File: src/rtl/uart_tx_ctrl.sv
// UART transmit frame controller: accepts a word over valid/ready, drives the
// serializer load strobe, and sequences start, data, parity and stop bits onto the line.
module uart_tx_ctrl #(
    parameter int DATA_WIDTH = 8
) (
    input  logic                  clk,
    input  logic                  rst,
    input  logic [DATA_WIDTH-1:0] p_data_in,
    input  logic                  data_valid,
    input  logic                  par_en,
    input  logic                  par_typ,
    input  logic                  ser_done,
    input  logic                  ser_data,
    output logic                  ser_en,
    output logic [DATA_WIDTH-1:0] ser_p_data,
    output logic                  tx_out,
    output logic                  busy,
    output logic                  data_ready
);

    typedef enum logic [2:0] {
        IDLE,
        START,
        DATA,
        PARITY,
        STOP
    } state_t;

    state_t                  state;
    state_t                  next_state;
    logic [DATA_WIDTH-1:0]   data_reg;
    logic                    par_en_reg;
    logic                    par_bit;
    logic                    accept;

    // A word is taken only when the line is idle or finishing its stop bit,
    // which lets frames run back to back without an idle bit in between.
    assign accept     = data_valid && ((state == IDLE) || (state == STOP));
    assign ser_p_data = data_reg;

    always_ff @(posedge clk or negedge rst) begin
        if (!rst) begin
            state <= IDLE;
        end else begin
            state <= next_state;
        end
    end

    always_comb begin
        next_state = state;
        unique case (state)
            IDLE: begin
                if (accept) begin
                    next_state = START;
                end
            end
            START: begin
                next_state = DATA;
            end
            DATA: begin
                if (ser_done) begin
                    next_state = par_en_reg ? PARITY : STOP;
                end
            end
            PARITY: begin
                next_state = STOP;
            end
            STOP: begin
                next_state = accept ? START : IDLE;
            end
            default: begin
                next_state = IDLE;
            end
        endcase
    end

    // Parity is resolved at accept time so later par_en/par_typ changes cannot
    // disturb the frame already in flight.
    always_ff @(posedge clk or negedge rst) begin
        if (!rst) begin
            data_reg   <= '0;
            par_en_reg <= 1'b0;
            par_bit    <= 1'b0;
        end else if (accept) begin
            data_reg   <= p_data_in;
            par_en_reg <= par_en;
            par_bit    <= (^p_data_in) ^ par_typ;
        end
    end

    always_comb begin
        tx_out     = 1'b1;
        busy       = 1'b0;
        ser_en     = 1'b0;
        data_ready = 1'b0;
        unique case (state)
            IDLE: begin
                data_ready = 1'b1;
            end
            START: begin
                tx_out = 1'b0;
                busy   = 1'b1;
                ser_en = 1'b1;
            end
            DATA: begin
                tx_out = ser_data;
                busy   = 1'b1;
            end
            PARITY: begin
                tx_out = par_bit;
                busy   = 1'b1;
            end
            STOP: begin
                busy       = 1'b1;
                data_ready = 1'b1;
            end
            default: begin
                tx_out     = 1'b1;
                busy       = 1'b0;
                ser_en     = 1'b0;
                data_ready = 1'b0;
            end
        endcase
    end

endmodule

File: config.mk
export PLATFORM = sky130hd
export DESIGN_NAME = uart_tx_ctrl
export DESIGN_NICKNAME = d
export VERILOG_FILES = /design/src/rtl/uart_tx_ctrl.sv
export SDC_FILE = /design/constraint.sdc
export NUM_CORES = 1
export LEC_CHECK = 0
export ABC_AREA = 0
export CORE_MARGIN = 2
export CORE_UTILIZATION = 42
export CTS_CLUSTER_DIAMETER = 80
export CTS_CLUSTER_SIZE = 10
export DETAILED_ROUTE_END_ITERATION = 8
export GPL_ROUTABILITY_DRIVEN = 0
export GPL_TIMING_DRIVEN = 1
export PLACE_DENSITY = 0.87
export SETUP_SLACK_MARGIN = 0.1
export SYNTH_ARGS = -nofsm -noshare
export SYNTH_HDL_FRONTEND = slang
export SYNTH_SLANG_ARGS = --single-unit
File: constraint.sdc
create_clock -name clk -period 2.5 [get_ports clk]
set_input_delay 0.25 -clock clk [delete_from_list [all_inputs] [get_ports clk]]
set_output_delay 0.25 -clock clk [all_outputs]
set_load 0.01 [all_outputs]
==> out/results.ini <==
[synth]
syn_area_um2 = 613
synth_cells = 50
yosys_register_bits = 13
syn_nets = 65
yosysSeqAreaShare = 0.531
yosys_warnings = 0
synth.largest_area_cell = dfrtp_1
synth_cell_types = 16
synth_top_area_share = 0.531
syn_avg_cell_area_um2 = 12.3
synth.area.top_cells = dfrtp_1, mux2_2, xnor2_1

[route]
firstDrtPassIters = 4
drtIter0Drc = 3
route.vias.total = 448
route.detailed.drc = 0
postRouteAntennaNets = 0
drt-total-wl_um = 1100
vias_per_cell = 4.77
drt-wirelength-per-cell_um = 11.7

[timing]
fin_crit_ps = 2010
hold_viol = 0
relSlewSlack = 0.630
tightest_slew_ps = 553
setup_viol = 0
grt_setup_unrepaired = no
final.setup.tns_ps = 0
finalCritPeriodShare = 0.806
finClkSkew_ps = 1.87
holdWs_ps = 336
fmax_mhz = 497
slew_viol_final = 0

[floorplanning]
die_y_um = 42.2
pin_count = 27
rows = 13
core_area_mm2 = 0.00133
start_util = 0.460
die_w_um = 42.2
dieArea_mm2 = 0.00178

[job]
maxCapViolations = 0

[worst_setup_path]
cp.arrival_ps = 1760
worst_path_largest_cell_delay_ps = 470
path_cells = inv_1, nor3_1, a21oi_1, or2_2, clkdlybuf4s50_1
cp_max_fo = 5
r2r_setup_slack_ps = 1100
reg2regPathDepth = 3
slowest_stage = clkdlybuf4s50_1
critPathCaptureType = primary output
required_ps = 2250
path_class = flop to primary output
rr_endpoint = ser_p_data[6]
r2r-start = state[0]
critical_path_depth = 5
cp_num_buf_inv = 2
crit_path_start_kind = flop
crit_family = buffers and inverters

[final_layout]
fin_nets = 95
drive_gt1_frac = 0.177
syn_to_final_growth_pct = 48.6
largest_reg_flops = 8
finalCoreUtilization = 0.683
final_common_cell = clkdlybuf4s50_1
finalNonFillerCells = 94
final_cell_mix = clkdlybuf4s50_1, dfrtp_1, mux2_2
diodes = 0

[placement]
portBuffers = 26
dp.cells = 90
hpwl_um = 870

[clocking]
cts_tree = built
clk_latency_ps = 270
clockBufferDepth = 2
cts-root-buf = clkbuf_4
post_cts_resized = 0
numCtsBuffers = 3
cts.clk_slew.worst_paths_ps = 70
htreeDepth = 1
holdBufCountCts = 0
clock-sinks = 13
cts_setup_buffers = 0

[status]
status = completed

[grt]
grt_usage = 0.140
grt_max_degree = 14
overflow = 0
grt_pass1_wl_um = 1870
antenna_found_initial = 0
grt_pass1_vias = 442

[min_path]
timing.hold.worst.class = primary input to asynchronous set/reset pin

[power]
ir_drop_uv = 604
p_leak_uw = 0.000384
power_density_mw_per_mm2 = 1130

==> logic make-up after synthesis <==
| logic type | after synthesis | share of synthesized area |
|---|---|---|
| DFF | 13 | 0.531 |
| and+or+nand+nor | 11 | 0.0878 |
| muxes | 9 | 0.165 |
| xor gates and xnor gates | 8 | 0.137 |
| AOI/OAI and AO/OA | 6 | 0.0551 |
| buffers and inverters | 3 | 0.0245 |
==> Yosys cell counts <==
cell,n
nor2_2,1
dfrtp_1,13
nor2_1,1
xnor2_1,5
mux2_2,9
o21ai_1,1
a211o_1,1
a21oi_1,4
buf_4,1
nand4b_1,1
nand2_1,5
inv_1,2
or2_2,1
xor2_1,2
nor3_1,2
xnor3_1,1
==> layout make-up <==
| class | count | area, um2 |
|---|---|---|
| fill | 108 | 423 |
| inverter | 2 | 7.51 |
| timing repair buffer | 26 | 260 |
| tap | 15 | 18.8 |
| multi-input combinational | 34 | 273 |
| clock buffer | 4 | 26.3 |
| sequential | 13 | 325 |
==> power by group <==
group | internal [uW] | total, uW | switching [uW]
clock network | 61.7 | 124 | 62.1
logic | 333 | 529 | 197
registers | 312 | 380 | 68.0
total | 706 | 1030 | 327
==> worst max-delay path by stage <==
stage,start,to,slack (ps)
finish,state[1],tx_out,490
global route,state[1],tx_out,390
CTS,state[1],tx_out,480
detailed placement,ser_data,tx_out,670
global placement,ser_data,tx_out,690
floorplan,state[0],par_en_reg,1240
==> worst register-to-register path, stage by stage, from the launching register on <==
cell     delay [ps]
dfrtp_1         450
nor2_2          170
nand2_1         290
mux2_2          380
==> through the flow <==
stage	worst slack (ps)	power [uW]	area (um2)
after global placement	688	907	885
after global routing	388	1110	911
after CTS	479	1050	911
after floorplan	1240	649	613
after detailed placement	669	923	885
final	486	1030	911
==> routing by layer <==
layer	wire (um)	GRT usage	vias up
met3	62	0.0302	2
li1	-	-	230
met2	557	0.234	13
met1	472	0.167	203
met4	6	0.0750	0
met5	0	0	-
No activity file was read; power rests on OpenSTA's default activity.
